[config.mk]
export PLATFORM = sky130hd
export DESIGN_NAME = lcd_st_pkt_fifo
export DESIGN_NICKNAME = d
export VERILOG_FILES = /design/src/rtl/lcd_st_pkg.sv /design/src/rtl/lcd_st_fifo_ram.sv /design/src/rtl/lcd_st_pkt_fifo.sv
export SDC_FILE = /design/constraint.sdc
export NUM_CORES = 2
export LEC_CHECK = 0
export ABC_AREA = 0
export BUFFER_PORTS_ARGS = -buffer_cell sky130_fd_sc_hd__buf_2
export CAP_MARGIN = 20
export CORE_MARGIN = 2
export CORE_UTILIZATION = 35
export DETAILED_ROUTE_END_ITERATION = 10
export GPL_ROUTABILITY_DRIVEN = 0
export PLACE_DENSITY = 0.6
export RECOVER_POWER = 25
export SLEW_MARGIN = 20
export SYNTH_ARGS = -nofsm -noshare
export SYNTH_HDL_FRONTEND = slang
export SYNTH_SLANG_ARGS = --single-unit
[constraint.sdc]
create_clock -name clk -period 10 [get_ports clk]
set_clock_uncertainty 0.15 [all_clocks]
set_input_delay 1.5 -clock clk [delete_from_list [all_inputs] [get_ports clk]]
set_output_delay 1.5 -clock clk [all_outputs]
set_load 0.02 [all_outputs]
[src/rtl/lcd_st_pkg.sv]
// Shared definitions for the streaming packet FIFO: word packing layout and a
// constant-function clog2 used to size address buses.
package lcd_st_pkg;

  localparam int unsigned EOP_OFS     = 0;
  localparam int unsigned SOP_OFS     = 1;
  localparam int unsigned DATA_OFS    = 2;
  localparam int unsigned WORD_CTRL_W = 2;

  function automatic int unsigned lcd_clog2(input int unsigned n);
    int unsigned r;
    r = 0;
    while ((32'd1 << r) < n) r++;
    return r;
  endfunction

endpackage

[src/rtl/lcd_st_fifo_ram.sv]
// Simple dual-port RAM: one write port, one registered read port, no reset.
// A read of an address being written in the same cycle returns the old contents.
module lcd_st_fifo_ram
  import lcd_st_pkg::*;
#(
  parameter  int unsigned WIDTH = 71,
  parameter  int unsigned DEPTH = 16,
  localparam int unsigned AW    = lcd_clog2(DEPTH)
) (
  input  logic             clk,
  input  logic             wr_en,
  input  logic [AW-1:0]    wr_addr,
  input  logic [WIDTH-1:0] wr_data,
  input  logic [AW-1:0]    rd_addr,
  output logic [WIDTH-1:0] rd_data
);

  logic [WIDTH-1:0] mem [DEPTH];

  always_ff @(posedge clk) begin
    if (wr_en) mem[wr_addr] <= wr_data;
    rd_data <= mem[rd_addr];
  end

endmodule

[src/rtl/lcd_st_pkt_fifo.sv]
// Streaming FIFO with sop/eop framing, fill/almost flags, a complete-packet
// counter and an optional store-and-forward (packet) gating mode.
module lcd_st_pkt_fifo
  import lcd_st_pkg::*;
#(
  parameter int unsigned DATA_WIDTH      = 69,
  parameter int unsigned DEPTH           = 16,
  parameter int unsigned ADDR_WIDTH      = 4,
  parameter bit          PACKET_MODE     = 1'b0,
  parameter int unsigned ALMOST_FULL_TH  = DEPTH - 2,
  parameter int unsigned ALMOST_EMPTY_TH = 2
) (
  input  logic                  clk,
  input  logic                  reset_n,
  input  logic                  flush,
  input  logic                  in_valid,
  output logic                  in_ready,
  input  logic [DATA_WIDTH-1:0] in_data,
  input  logic                  in_sop,
  input  logic                  in_eop,
  input  logic                  out_ready,
  output logic                  out_valid,
  output logic [DATA_WIDTH-1:0] out_data,
  output logic                  out_sop,
  output logic                  out_eop,
  output logic [ADDR_WIDTH:0]   fill_level,
  output logic                  almost_full,
  output logic                  almost_empty,
  output logic [ADDR_WIDTH:0]   pkt_count
);

  localparam int unsigned WORD_W = DATA_WIDTH + WORD_CTRL_W;
  localparam int unsigned CW     = ADDR_WIDTH + 1;

  logic [ADDR_WIDTH-1:0] wr_addr, rd_addr, wr_addr_nxt, rd_addr_nxt;
  logic                  full, empty, full_nxt, empty_nxt;
  logic [CW-1:0]         fill_nxt, pkt_nxt, avail, pkts_left;
  logic                  out_valid_nxt, wr_acc, rd_acc;
  logic [WORD_W-1:0]     ram_wdata, ram_rdata;

  assign in_ready = !full;
  assign wr_acc   = in_valid && in_ready && !flush;
  assign rd_acc   = out_valid && out_ready && !flush;

  assign ram_wdata = {in_data, in_sop, in_eop};

  // Read port always looks at the word that will be head after this edge.
  lcd_st_fifo_ram #(
    .WIDTH (WORD_W),
    .DEPTH (DEPTH)
  ) u_ram (
    .clk     (clk),
    .wr_en   (wr_acc),
    .wr_addr (wr_addr),
    .wr_data (ram_wdata),
    .rd_addr (rd_addr_nxt),
    .rd_data (ram_rdata)
  );

  assign out_data = ram_rdata[DATA_OFS +: DATA_WIDTH];
  assign out_sop  = out_valid && ram_rdata[SOP_OFS];
  assign out_eop  = out_valid && ram_rdata[EOP_OFS];

  always_comb begin
    wr_addr_nxt   = wr_addr;
    rd_addr_nxt   = rd_addr;
    full_nxt      = full;
    empty_nxt     = empty;
    pkt_nxt       = pkt_count;
    avail         = '0;
    pkts_left     = '0;
    out_valid_nxt = 1'b0;

    if (wr_acc) wr_addr_nxt = wr_addr + ADDR_WIDTH'(1);
    if (rd_acc) rd_addr_nxt = rd_addr + ADDR_WIDTH'(1);

    if (wr_acc && !rd_acc) begin
      full_nxt  = (wr_addr_nxt == rd_addr);
      empty_nxt = 1'b0;
    end else if (rd_acc && !wr_acc) begin
      empty_nxt = (rd_addr_nxt == wr_addr);
      full_nxt  = 1'b0;
    end

    if ((wr_acc && in_eop) && !(rd_acc && out_eop))
      pkt_nxt = pkt_count + CW'(1);
    else if (!(wr_acc && in_eop) && (rd_acc && out_eop))
      pkt_nxt = pkt_count - CW'(1);

    // Only words already in RAM before this edge can be presented after it.
    avail         = fill_level - CW'(rd_acc);
    pkts_left     = pkt_count - CW'(rd_acc && out_eop);
    out_valid_nxt = (avail != '0) &&
                    (!PACKET_MODE || (pkts_left != '0) || full_nxt);

    if (flush) begin
      wr_addr_nxt   = '0;
      rd_addr_nxt   = '0;
      full_nxt      = 1'b0;
      empty_nxt     = 1'b1;
      pkt_nxt       = '0;
      out_valid_nxt = 1'b0;
    end

    fill_nxt = full_nxt ? CW'(DEPTH) : {1'b0, wr_addr_nxt - rd_addr_nxt};
  end

  always_ff @(posedge clk or negedge reset_n) begin
    if (!reset_n) begin
      wr_addr      <= '0;
      rd_addr      <= '0;
      full         <= 1'b0;
      empty        <= 1'b1;
      out_valid    <= 1'b0;
      fill_level   <= '0;
      pkt_count    <= '0;
      almost_full  <= 1'b0;
      almost_empty <= 1'b1;
    end else begin
      wr_addr      <= wr_addr_nxt;
      rd_addr      <= rd_addr_nxt;
      full         <= full_nxt;
      empty        <= empty_nxt;
      out_valid    <= out_valid_nxt;
      fill_level   <= fill_nxt;
      pkt_count    <= pkt_nxt;
      almost_full  <= (fill_nxt >= CW'(ALMOST_FULL_TH));
      almost_empty <= (fill_nxt <= CW'(ALMOST_EMPTY_TH));
    end
  end

endmodule

# After elaboration in Yosys (flattened, before gate mapping)
# Memory sizes are Yosys's and may differ from the RTL's. A register that Yosys moved wholly into a read port is not among the register bits.
# Index checks and enable logic that the tools add are counted.
dict set report totals {
  reg_bits 22
  ramBits 1136
  in_bits 76
  output_inout_bits 85
  elab_cells 52
  mem_count 1
}
# memory words width rd rd_clocked_by_memory_dff wr line_no
set memory_table {}
lappend memory_table {u_ram.mem 16 71 1 1 1 lcd_st_fifo_ram.sv:18} ;# logic [WIDTH-1:0] mem [DEPTH];
dict set report classes {
  n_addsub 6
  order_cmp 2
  eq_ne 1
  n_mux 14
  n_reduce_logical 20
}
# op n
set op_table {}
lappend op_table {{5-bit 2-to-1 mux} 4}
lappend op_table {{4-bit 2-to-1 mux} 4}
lappend op_table {{1-bit logical AND} 12}
lappend op_table {{4-bit by 1-bit adder with 4-bit output, second input constant} 2}
lappend op_table {{1-bit zero test} 6}
lappend op_table {{1-bit 2-to-1 mux} 6}
lappend op_table {{5-bit by 1-bit adder with 5-bit output, second input constant} 1}
lappend op_table {{5-bit by 4-bit >= comparator with 1-bit output, second input constant} 1}
lappend op_table {{5-bit by 2-bit less-or-equal comparator with 1-bit output, second input constant} 1}
lappend op_table {{5-bit nonzero test} 1}
lappend op_table {{5-bit by 1-bit subtractor with 5-bit output} 1}
lappend op_table {{5-bit by 1-bit subtractor with 5-bit output, second input constant} 1}
lappend op_table {{4-bit == test} 1}
lappend op_table {{4-bit subtractor} 1}
lappend op_table {{3-bit nonzero test} 1}

# Longest topological paths before layout
dict set report logic_depth {
  word_depth 10
  depth_mapped 12
  mapped_depth_nobuf 10
}

# Modules after synthesis
# Synthesis repeated with hierarchy kept, for this count alone.
dict set report unflattened {
  hier_cells 1947
  area_unflattened_um2 45167.1
}
# mod instances cells_per_inst area_each_um2 seq_area_each_um2
set by_module_without_submodules {}
lappend by_module_without_submodules {lcd_st_fifo_ram 1 1826 43912.1 35534.1}
lappend by_module_without_submodules {lcd_st_pkt_fifo 1 121 1255.0 526.8}

# Worst setup path after synthesis
# Ideal clock, no wire load.
dict set report synth_path {
  path_kind {input port to flip-flop}
  start {input port flush}
  end {memory u_ram.mem[3][0], enable pin}
  setup_ns 0.587
  arrival_time_ns 6.958
  t_required_ns 9.263
  slack_ns 2.305
  stages 4
  n_path_buf 1
  path_cell_list {buf_6 -> nor3b_4 -> nand2_1 -> nor3_1}
}
dict set report synth_between {
  elab_chain_cells 4
}
# element line_no
set synth_rtl {}
lappend synth_rtl {{from (decl)} lcd_st_pkt_fifo.sv:15} ;# input logic flush,
lappend synth_rtl {{1-bit zero test} lcd_st_pkt_fifo.sv:42} ;# assign wr_acc = in_valid && in_ready && !flush;
lappend synth_rtl {{1-bit logical AND} lcd_st_pkt_fifo.sv:42}
lappend synth_rtl {{1-bit 2-to-1 mux} lcd_st_fifo_ram.sv:21} ;# if (wr_en) mem[wr_addr] <= wr_data;
lappend synth_rtl {{1-bit 2-to-1 mux (not written as such)} lcd_st_fifo_ram.sv:21}
lappend synth_rtl {{to (decl)} lcd_st_fifo_ram.sv:18}
# No other way between the ends.

# Worst setup path in the final report
dict set report layout_path {
  start {input port flush}
  end {register u_ram.rd_data[31], read port of u_ram.mem}
}
dict set report layout_between {
  elab_chain_cells 4
}
# element line_no
set layout_rtl {}
lappend layout_rtl {{1-bit zero test} lcd_st_pkt_fifo.sv:43} ;# assign rd_acc = out_valid && out_ready && !flush;
lappend layout_rtl {{1-bit logical AND} lcd_st_pkt_fifo.sv:43}
lappend layout_rtl {{4-bit 2-to-1 mux} lcd_st_pkt_fifo.sv:75} ;# if (rd_acc) rd_addr_nxt = rd_addr + ADDR_WIDTH'(1);
lappend layout_rtl {{4-bit 2-to-1 mux (*)} lcd_st_pkt_fifo.sv:96} ;# if (flush) begin
lappend layout_rtl {{to (decl)} lcd_st_fifo_ram.sv:15} ;# output logic [WIDTH-1:0] rd_data
# Mark *: on every way between the ends. The rest lies on a longest branch, timed or not.
# A chain may end at the register's enable or synchronous reset.

==> metrics.log <==
[metrics] power density over cell area: 220 mW/mm²
[metrics] Total Die Area: 0.139 mm²
[metrics] Wirelength per Cell: 23.0 µm
[metrics] worst min-delay path category: reg2reg
[metrics] Hold Fails Final Rpt: 0
[metrics] share of post-route cells with drive strength above 1: 10.2%
[metrics] library cell with the highest instance count after synthesis: nand2_1
[metrics] remaining max-slew budget at the tightest pin: 13.7%
[metrics] Post-Synthesis Net Count: 3,654
[metrics] end-of-flow core utilization: 39.7%
[metrics] Crit Path Category: in2reg
[metrics] proportion of power drawn by the clock network: 39.0%
[metrics] master of the slowest instance on the critical path: buf_4
[metrics] RSZ-0062 raised after global routing: false
[metrics] Initial Util: 35.2%
[metrics] number of slew-limit violations in the final report: 0
[metrics] initial antenna violation count: 27
[metrics] Max Clk Rate: 212 MHz
[metrics] hold-critical path depth: 2
[metrics] post-cts gate resize count: 0
[metrics] Post-synth top flop: edfxtp_1
[metrics] portion of synthesized cell area occupied by the leading cell type: 71.7%
[metrics] Root Driver: clkbuf_16
[metrics] leading cell types by count after synthesis: nand2_1, edfxtp_1, nand3_1
[metrics] Least-Margin Pin Slew: 1290 ps
[metrics] number of H-tree levels: 4
[metrics] cell taking the most area after synthesis: edfxtp_1
[metrics] wire length of the first global-routing pass: 185 mm
[metrics] Critical Path Max Stage Delay: 760 ps
[metrics] cells after synthesis: 3,565
[metrics] post-route clock period utilization: 47.1%
[metrics] setup violators final: 0
[metrics] Port Buf Inserts: 160
[metrics] number of enable-type register cells in the synthesized netlist: 1,136
[metrics] total via count after detailed routing: 28,800
[metrics] Die Y: 373 µm
[metrics] total grt overflow: 0
[metrics] site row count: 135
[metrics] die extent in x: 373 µm
[metrics] power share of the combinational group: 11.5%
[metrics] Worst VDD drop: 0.000158 V
[metrics] Max Cap Violations: 0
[metrics] number of global-route vias before repair: 27,800
[metrics] post-layout net count: 3,711
[metrics] type of origin of the critical path: primary input
[metrics] maximum number of pins on one net before global-route repair: 223
[metrics] remaining antenna violation count: 0
[metrics] number of clock sinks: 1,228
[metrics] count of hold-fix buffers inserted at cts: 0
[metrics] Setup crit end kind: register
[metrics] sequential cell area fraction in the yosys report: 75.7%
[metrics] data required time of the critical path: 10,520 ps
[metrics] shortest clock period the worst path allows after layout: 4710 ps
[metrics] synth unique cells: 50
[metrics] number of violations reported at the end of detailed-routing iteration 0: 3,032
[metrics] cts bufs inserted: 132
[metrics] leakage power: 0.0189 µW
[metrics] sum of net half-perimeters after detailed placement: 58.9 mm
[metrics] DRC: 0
[metrics] result of the run: finished clean
[metrics] worst reg-to-reg path cell count: 9
[metrics] final sum of negative setup slack: 0 ps
[metrics] share of total power consumed by net switching: 26.0%
[metrics] proportion of register bits with asynchronous set or reset after synthesis: 1.71%
[metrics] iteration count of the initial detailed-routing pass: 7
[metrics] number of buffers inserted by post-CTS setup repair: 0
[metrics] Arr. time, crit path: 5220 ps
[metrics] most area-consuming cells after synthesis: edfxtp_1, nand2_1, nand3_1, a311o_1, dfxtp_1
[metrics] list of cells traversed by the critical path: buf_2 > o21bai_4 > buf_12 > buf_4 > buf_4 > nand2_1 > and3_1 > a311o_1 > nand4_1
[metrics] post-synth design cell area: 0.0476 mm²
[metrics] Avg Cell Area, Syn: 13.4 µm²
[metrics] wirelength, routed: 127 mm
[metrics] clock latency of the later-clocked register in the worst-skew pair: 750 ps
[metrics] CTS tree: done
[metrics] sequential fraction of design power: 49.5%
[metrics] all-layer global routing usage: 17.9%
[metrics] NetSw: 3070 µW
[metrics] Max Root-Sink Buffers: 3
[metrics] Warnings, synthesis: 0
[metrics] register bit count reported by yosys: 1,228
[metrics] clock slew seen by the registers of the worst setup and hold paths: 50 ps
[metrics] detail-routed via count per cell: 5.22
[metrics] final hold slack: 389 ps
[metrics] internal portion of total power: 8750 µW
[metrics] placeable core region: 0.135 mm²
[metrics] Area Overhead vs Synth: 12.8%
[metrics] CP dominant cell by count: buf_4
[metrics] number of top-level pins: 161
[metrics] top fanout value on the critical path: 174
## per-layer routing
metal | up-vias | track usage (%) | wire, µm
met5 | - | 0 | 144
met4 | 22 | 6.37 | 3520
met3 | 242 | 3.36 | 7350
met2 | 901 | 29.6 | 61900
met1 | 14600 | 23.4 | 53800
li1 | 13000 | - | -
## cell families (layout without fill, tap and decap cells)
kind of cell    count (synthesis)  in the layout  share of synthesized area (%)
mux                             3              3                         0.0631
flops                        1228           1228                           75.7
buf+inv                       302            462                           3.28
other cells                     0              6                              0
xor+xnor                       14             14                          0.258
compound gates                163            163                           3.30
simple gates                 1842           1842                           17.0
fa+ha+maj                      13             13                          0.373
## per-stage QoR
| stage | power (µW) | cell area (µm²) | setup slack [ps] | std cells |
|---|---|---|---|---|
| after floorplan | 6950 | 47600 | 2310 | 3565 |
| after global placement | 7340 | 49700 | 4690 | 5269 |
| after detailed placement | 7360 | 49700 | 4650 | 5269 |
| after CTS | 12000 | 53800 | 5440 | 5506 |
| after global routing | 12300 | 53700 | 5120 | 5511 |
| final | 11800 | 53700 | 5290 | 5512 |
## cell type report
class / count / area (µm²)
Inverter: 11 / 56.3
Multi-Input combinational cell: 2035 / 10100
Antenna cell: 6 / 15.0
Clock buffer: 174 / 3580
Timing Repair Buffer: 214 / 1180
Tap cell: 1781 / 2230
Clock inverter: 63 / 457
Fill cell: 12500 / 81600
Sequential cell: 1228 / 36100
## critical path: cells and delay by family
family,cells,cell delay (ps)
buffers and inverters,4,2270
AOI/OAI and AO/OA,2,590
and+or+nand+nor,3,390
## layout by cell type, fill, tap and decap left out, types with 26 or more instances in the layout
cell / Yosys / routed
a311o_1: 142 / 142
and3_1: 143 / 143
buf_2: 66 / 112
buf_4: 74 / 51
clkbuf_1: 124 / 80
clkbuf_16: 0 / 134
clkinv_1: 1 / 26
dfxtp_1: 71 / 71
edfxtp_1: 1136 / 1136
nand2_1: 1142 / 1141
nand3_1: 430 / 430
nand4_1: 71 / 71
## flip-flops by register name, summed over array words and instances (netlist names)
name           flops
rd_addr            4
pkt_count          5
almost_empty       1
out_valid          1
u_ram.rd_data     71
u_ram.mem       1136
wr_addr            4
fill_level         5
almost_full        1
## worst paths after layout
check | slack, ps | to | startpoint
min in group asynchronous | 870 | wr_addr[3] | reset_n
max in group asynchronous | 8050 | pkt_count[4] | reset_n
max | 5290 | u_ram.rd_data[31] | flush
max reg2reg | 5570 | u_ram.rd_data[31] | out_valid
min | 390 | pkt_count[4] | pkt_count[4]
min reg2reg | 390 | pkt_count[4] | pkt_count[4]
## power groups by stage
stage / registers, µW / logic [µW] / clock network (µW)
global route: 5870 / 1510 / 4880
detailed placement: 5970 / 1390 / 0
floorplan: 5930 / 1020 / 0
CTS: 5860 / 1390 / 4700
finish: 5850 / 1360 / 4610
global placement: 5970 / 1370 / 0
No activity file was read; power rests on OpenSTA's default activity.
